## src/rtl/br_fifo_shared_pkg.sv

```systemverilog
// br_fifo_shared_pkg: shared types and width helpers for the shared multi-FIFO linked-list logic
package br_fifo_shared_pkg;
  typedef enum logic [1:0] {EMPTY, HEAD, PEND} ll_state_e;
  function automatic int addr_width(input int depth);
    return depth > 1 ? $clog2(depth) : 1;
  endfunction
  function automatic int count_width(input int depth);
    return $clog2(depth + 1);
  endfunction
endpackage

```

## src/rtl/br_fifo_shared_dynamic_tail_linker.sv

```systemverilog
// br_fifo_shared_dynamic_tail_linker: chains same-cycle pushes in port order onto the list tail
module br_fifo_shared_dynamic_tail_linker #(
  parameter int NumWritePorts = 1,
  parameter int AddrWidth = 1
) (
  input  logic [NumWritePorts-1:0]           i_next_tail_valid,
  input  logic [NumWritePorts*AddrWidth-1:0] i_next_tail,
  input  logic [AddrWidth-1:0]               i_tail,
  input  logic                               i_list_empty,
  output logic [NumWritePorts-1:0]           o_wr_valid,
  output logic [NumWritePorts*AddrWidth-1:0] o_wr_addr,
  output logic [NumWritePorts*AddrWidth-1:0] o_wr_data,
  output logic                               o_head_cand_valid,
  output logic [AddrWidth-1:0]               o_head_cand,
  output logic [AddrWidth-1:0]               o_tail_next
);
  logic [AddrWidth-1:0] w_pred;
  logic w_linked;
  assign o_wr_data = i_next_tail;
  assign o_tail_next = w_pred;
  // Only the first pushing port of an empty list lacks a predecessor and becomes the head.
  always_comb begin
    w_pred = i_tail;
    w_linked = ~i_list_empty;
    o_wr_valid = '0;
    o_wr_addr = '0;
    o_head_cand_valid = 1'b0;
    o_head_cand = '0;
    for (int k = 0; k < NumWritePorts; k++) begin
      if (i_next_tail_valid[k]) begin
        o_wr_valid[k] = w_linked;
        o_wr_addr[k*AddrWidth+:AddrWidth] = w_pred;
        if (!w_linked) begin
          o_head_cand_valid = 1'b1;
          o_head_cand = i_next_tail[k*AddrWidth+:AddrWidth];
        end
        w_pred = i_next_tail[k*AddrWidth+:AddrWidth];
        w_linked = 1'b1;
      end
    end
  end
endmodule

```

## src/rtl/br_fifo_shared_dynamic_linked_list_ctrl.sv

```systemverilog
// br_fifo_shared_dynamic_linked_list_ctrl: per-FIFO head/tail/count tracker over a shared pointer RAM
module br_fifo_shared_dynamic_linked_list_ctrl
  import br_fifo_shared_pkg::*;
#(
  parameter int NumWritePorts = 1,
  parameter int Depth = 3,
  parameter int PointerRamReadLatency = 0,
  localparam int AddrWidth = addr_width(Depth),
  localparam int CountWidth = count_width(Depth)
) (
  input  logic                               i_clk,
  input  logic                               i_rst_n,
  input  logic [NumWritePorts-1:0]           i_next_tail_valid,
  input  logic [NumWritePorts*AddrWidth-1:0] i_next_tail,
  output logic [NumWritePorts-1:0]           o_ptr_ram_wr_valid,
  output logic [NumWritePorts*AddrWidth-1:0] o_ptr_ram_wr_addr,
  output logic [NumWritePorts*AddrWidth-1:0] o_ptr_ram_wr_data,
  output logic                               o_ptr_ram_rd_addr_valid,
  output logic [AddrWidth-1:0]               o_ptr_ram_rd_addr,
  input  logic                               i_ptr_ram_rd_data_valid,
  input  logic [AddrWidth-1:0]               i_ptr_ram_rd_data,
  output logic                               o_head_valid,
  output logic [AddrWidth-1:0]               o_head,
  input  logic                               i_head_ready,
  output logic [CountWidth-1:0]              o_count
);
  ll_state_e r_state;
  logic [AddrWidth-1:0] r_head, r_tail, w_tail_next, w_head_cand;
  logic [CountWidth-1:0] r_count, w_push_cnt;
  logic w_pop, w_list_empty, w_head_cand_valid;
  assign o_head_valid = r_state == HEAD;
  assign o_head = r_head;
  assign o_count = r_count;
  assign w_pop = o_head_valid & i_head_ready;
  assign w_list_empty = r_count == '0 || (r_count == CountWidth'(1) && w_pop);
  assign o_ptr_ram_rd_addr_valid = w_pop & ~w_list_empty;
  assign o_ptr_ram_rd_addr = r_head;
  always_comb begin
    w_push_cnt = '0;
    for (int k = 0; k < NumWritePorts; k++) w_push_cnt = w_push_cnt + CountWidth'(i_next_tail_valid[k]);
  end
  br_fifo_shared_dynamic_tail_linker #(
    .NumWritePorts(NumWritePorts),
    .AddrWidth(AddrWidth)
  ) u_linker (
    .i_next_tail_valid(i_next_tail_valid),
    .i_next_tail(i_next_tail),
    .i_tail(r_tail),
    .i_list_empty(w_list_empty),
    .o_wr_valid(o_ptr_ram_wr_valid),
    .o_wr_addr(o_ptr_ram_wr_addr),
    .o_wr_data(o_ptr_ram_wr_data),
    .o_head_cand_valid(w_head_cand_valid),
    .o_head_cand(w_head_cand),
    .o_tail_next(w_tail_next)
  );
  always_ff @(posedge i_clk or negedge i_rst_n) begin
    if (!i_rst_n) begin
      r_state <= EMPTY;
      r_head <= '0;
      r_tail <= '0;
      r_count <= '0;
    end else begin
      r_count <= r_count + w_push_cnt - CountWidth'(w_pop);
      if (|i_next_tail_valid) r_tail <= w_tail_next;
      case (r_state)
        EMPTY: if (w_head_cand_valid) begin
          r_head <= w_head_cand;
          r_state <= HEAD;
        end
        HEAD: if (w_pop) begin
          // A last-entry pop with a same-cycle push hands the new entry straight to head.
          if (w_list_empty) begin
            if (w_head_cand_valid) r_head <= w_head_cand;
            else r_state <= EMPTY;
          end else if (PointerRamReadLatency == 0) r_head <= i_ptr_ram_rd_data;
          else r_state <= PEND;
        end
        PEND: if (i_ptr_ram_rd_data_valid) begin
          r_head <= i_ptr_ram_rd_data;
          r_state <= HEAD;
        end
        default: r_state <= EMPTY;
      endcase
    end
  end
  assert property (@(posedge i_clk) disable iff (!i_rst_n) int'(r_count) + int'(w_push_cnt) <= Depth);
  assert property (@(posedge i_clk) disable iff (!i_rst_n) i_head_ready |-> o_head_valid);
endmodule

```

## config.mk

```make
export PLATFORM = sky130hd
export DESIGN_NAME = br_fifo_shared_dynamic_linked_list_ctrl
export DESIGN_NICKNAME = d
export VERILOG_FILES = /design/src/rtl/br_fifo_shared_pkg.sv /design/src/rtl/br_fifo_shared_dynamic_tail_linker.sv /design/src/rtl/br_fifo_shared_dynamic_linked_list_ctrl.sv
export SDC_FILE = /design/constraint.sdc
export NUM_CORES = 1
export LEC_CHECK = 0
export ABC_AREA = 1
export CORE_AREA = 2 2 39 41
export CTS_CLUSTER_DIAMETER = 50
export DETAILED_ROUTE_END_ITERATION = 10
export DIE_AREA = 0 0 41 43
export GPL_TIMING_DRIVEN = 0
export PLACE_DENSITY = 0.68
export SLEW_MARGIN = 0
export SYNTH_ARGS = -nofsm -noshare
export SYNTH_HDL_FRONTEND = slang
export SYNTH_SLANG_ARGS = --single-unit
```

## constraint.sdc

```tcl
create_clock -name i_clk -period 3.3 [get_ports i_clk]
set_input_delay 0.99 -clock i_clk [delete_from_list [all_inputs] [get_ports i_clk]]
set_output_delay 0.99 -clock i_clk [all_outputs]
set_load 0.05 [all_outputs]
```

==> results.toml <==
[synth]
synth-seq-cells = 7
synth_cells = 50
syn_area_per_cell_sq_um = 8.86
synth_fp_nets = 61
ys_seq_area_share_pct = 39.5
synth_top_area_share_pct = 39.5
synth.largest_area_cell = "dfrtp_1"
syn_area_sq_um = 443
ys_types = 15
synth_area_leaders = "dfrtp_1, nand2_1, buf_4"
synth_warnings = 0

[critical_path]
cp_num_buf_inv = 4
r2r_cells = 7
worst_setup_path_start_kind = "input pin"
crit_arrival_ns = 2.23
r2r_slack_ns = 1.79
required_ns = 2.31
crit_cells = 5
crit_path_end_kind = "output pin"
r2r_end = "o_count[1]"
r2r-start = "r_state[0]"
worstSetupPathType = "in -> out"
cpPeakStageDelay_ns = 0.51
crit_fanout = 8
cp_top_family = "buffers and inverters"
crit_slowest_cell = "dlygate4sd2_1"
cp_cell_sequence = "clkdlybuf4s50_1 > buf_4 > nand2_1 > inv_1 > dlygate4sd2_1"

[floorplan]
dieArea_sq_um = 1760
core_area_sq_um = 1380
std_cell_rows = 14
dieWidth_microns = 41
ios = 22
die_y_microns = 43
initial_core_util_pct = 32.0

[cells_and_area]
drive_gt1_share_pct = 17.6
syn_to_final_growth_pct = 54.5
diodes = 0
multi_input_comb_area_sq_um = 190
final_net_count = 86
seq_area_sq_um = 175
final_cell_mix = "nand2_1, clkdlybuf4s50_1, dfrtp_1"
nFillCells = 150

[route]
wl_microns = 855
wl_per_cell_microns = 9.50
dr.pass1.iters = 3
detail-route-antenna-nets = 0
vias = 394
viasPerCell = 4.38
drc = 0
drt_iter0_drc = 8

[cts]
numCtsBuffers = 3
clock_tree.root_cell = "clkbuf_4"
clkLatencyLatePin_ns = 0.25
cts_tree = "done"
cts.hold.buffers_added = 0
htree_levels = 1
cts_sinks = 7
clockBufferDepth = 2
path_clk_slew_ns = 0.05

[pwr]
finalPower_mw = 0.716
power_leakage_nw = 0.367
p_per_area_nw_per_um2 = 1050
ir_drop_v = 0.000318

[grt]
grt_pass1_wl_mm = 1.40
gr-usage-all-layers_pct = 12.6
grt_max_degree = 9
antenna_found_initial = 0
grt_pass1_vias = 345
gr-total-overflow = 0

[status]
outcome = "finished clean"

[sta]
finalWorstSetupSlack_ns = 0.0829
slew_headroom_pct = 66.2
tightestPinTransition_ns = 0.505
rsz0062_at_grt = "no"
setup_viol = 0
slew_violations = 0
layout_min_cycle_time_ns = 3.22
finClkSkew_ns = 0.00177
hold_violations = 0
timing.fmax_ghz = 0.311
final.period_utilization_pct = 97.5

[min_path]
hold_end = "r_tail[1]"
hold_depth = 1
hold_start = "r_tail[1]"
min_path_type = "reg -> reg"

[run]
drv_cap = 0

[placed_design]
preCtsSetupSlack_ns = -0.332
numPortBuffers = 20
post-dp-hpwl_microns = 685
place_congestion = 0.670
-- kinds of logic (layout without fill, tap and decap cells) --
| kind of cell | count (synthesis) | count (layout) | synth area share [%] |
|---|---|---|---|
| AND/OR/NAND/NOR | 24 | 24 | 26.6 |
| flip-flops | 7 | 7 | 39.5 |
| AO/OA/AOI/OAI | 1 | 1 | 1.70 |
| adder cells (fa/ha/maj) | 2 | 2 | 5.65 |
| XOR/XNOR | 2 | 2 | 3.96 |
| buffers and inverters | 12 | 36 | 17.5 |
| multiplexers | 2 | 2 | 5.08 |
-- worst max path at each step --
| stage | from | endpoint | slack [ns] |
|---|---|---|---|
| 6_report | i_next_tail_valid | o_ptr_ram_wr_addr[0] | 0.08 |
| 5_1_grt | i_next_tail_valid | o_ptr_ram_wr_valid | 0.005 |
| 4_1_cts | i_next_tail_valid | o_ptr_ram_wr_addr[0] | 0.07 |
| 3_5_place_dp | i_next_tail_valid | o_ptr_ram_wr_valid | -0.33 |
| 3_3_place_gp | i_next_tail_valid | o_ptr_ram_wr_valid | -0.37 |
| 2_1_floorplan | i_head_ready | o_ptr_ram_wr_valid | 0.02 |
-- cells in the mapped netlist, drive strengths merged --
master	n
xor2	1
xnor2	1
nor2	1
bufinv	1
nand4	2
nand2	17
a21boi	1
nand3	4
dfrtp	7
buf	5
inv	6
mux2	2
ha	2
-- layout make-up --
cell class | instances | share of cell area (%)
plain buffers | 5 | 5.48
inverters | 7 | 5.85
flip-flops and latches | 7 | 25.6
repair buffers | 20 | 28.5
multi-input cells | 31 | 27.8
well taps | 16 | 2.93
clock buffers | 4 | 3.84
-- routing by layer --
layer  vias to the layer above  track usage [%]  wire length [microns]
li1                        201                -                      -
met2                        13             16.3                    400
met4                         0             12.0                     42
met3                         5             3.14                     54
met1                       175             16.0                    357
met5                         -                0                      0
-- registers in the layout, summed over array words and instances, names as in the netlist --
| name | flops |
|---|---|
| r_tail | 2 |
| o_count | 2 |
| r_state | 1 |
| o_head | 2 |
-- stage by stage --
| stage | hold slack [ns] | cells | TNS, ns | util (%) | area, sq um |
|---|---|---|---|---|---|
| detailed placement | 0.480 | 86 | -1.05 | 47.9 | 663 |
| finish | 0.487 | 90 | 0 | 49.5 | 684 |
| CTS | 0.492 | 90 | 0 | 49.5 | 684 |
| global route | 0.513 | 90 | 0 | 49.5 | 684 |
| global placement | 0.468 | 86 | -1.10 | 47.9 | 663 |
| floorplan | 0.458 | 50 | 0 | - | 443 |
-- power breakdown --
| group | switching, mW | total (mW) | internal (mW) |
|---|---|---|---|
| clock | 0.0333 | 0.0795 | 0.0463 |
| combinational | 0.303 | 0.486 | 0.182 |
| sequential | 0.0299 | 0.151 | 0.121 |
| total | 0.366 | 0.716 | 0.349 |
-- repair_timing --
action / 4_1_cts / 5_1_grt
resized for setup: 9 / 0
endpoints found under the setup margin: 6 / 0
hold endpoints to repair: 0 / 0
buffers inserted: 0 / 0
-- worst register-to-register path: cells and delay by family (launching register included) --
kind	cells	cell delay [ns]
buffers and inverters	2	0.09
xor gates and xnor gates	2	0.32
adders and majority gates	2	0.45
DFF	1	0.43
and+or+nand+nor	1	0.13
Power figures use the tool's default switching activity.
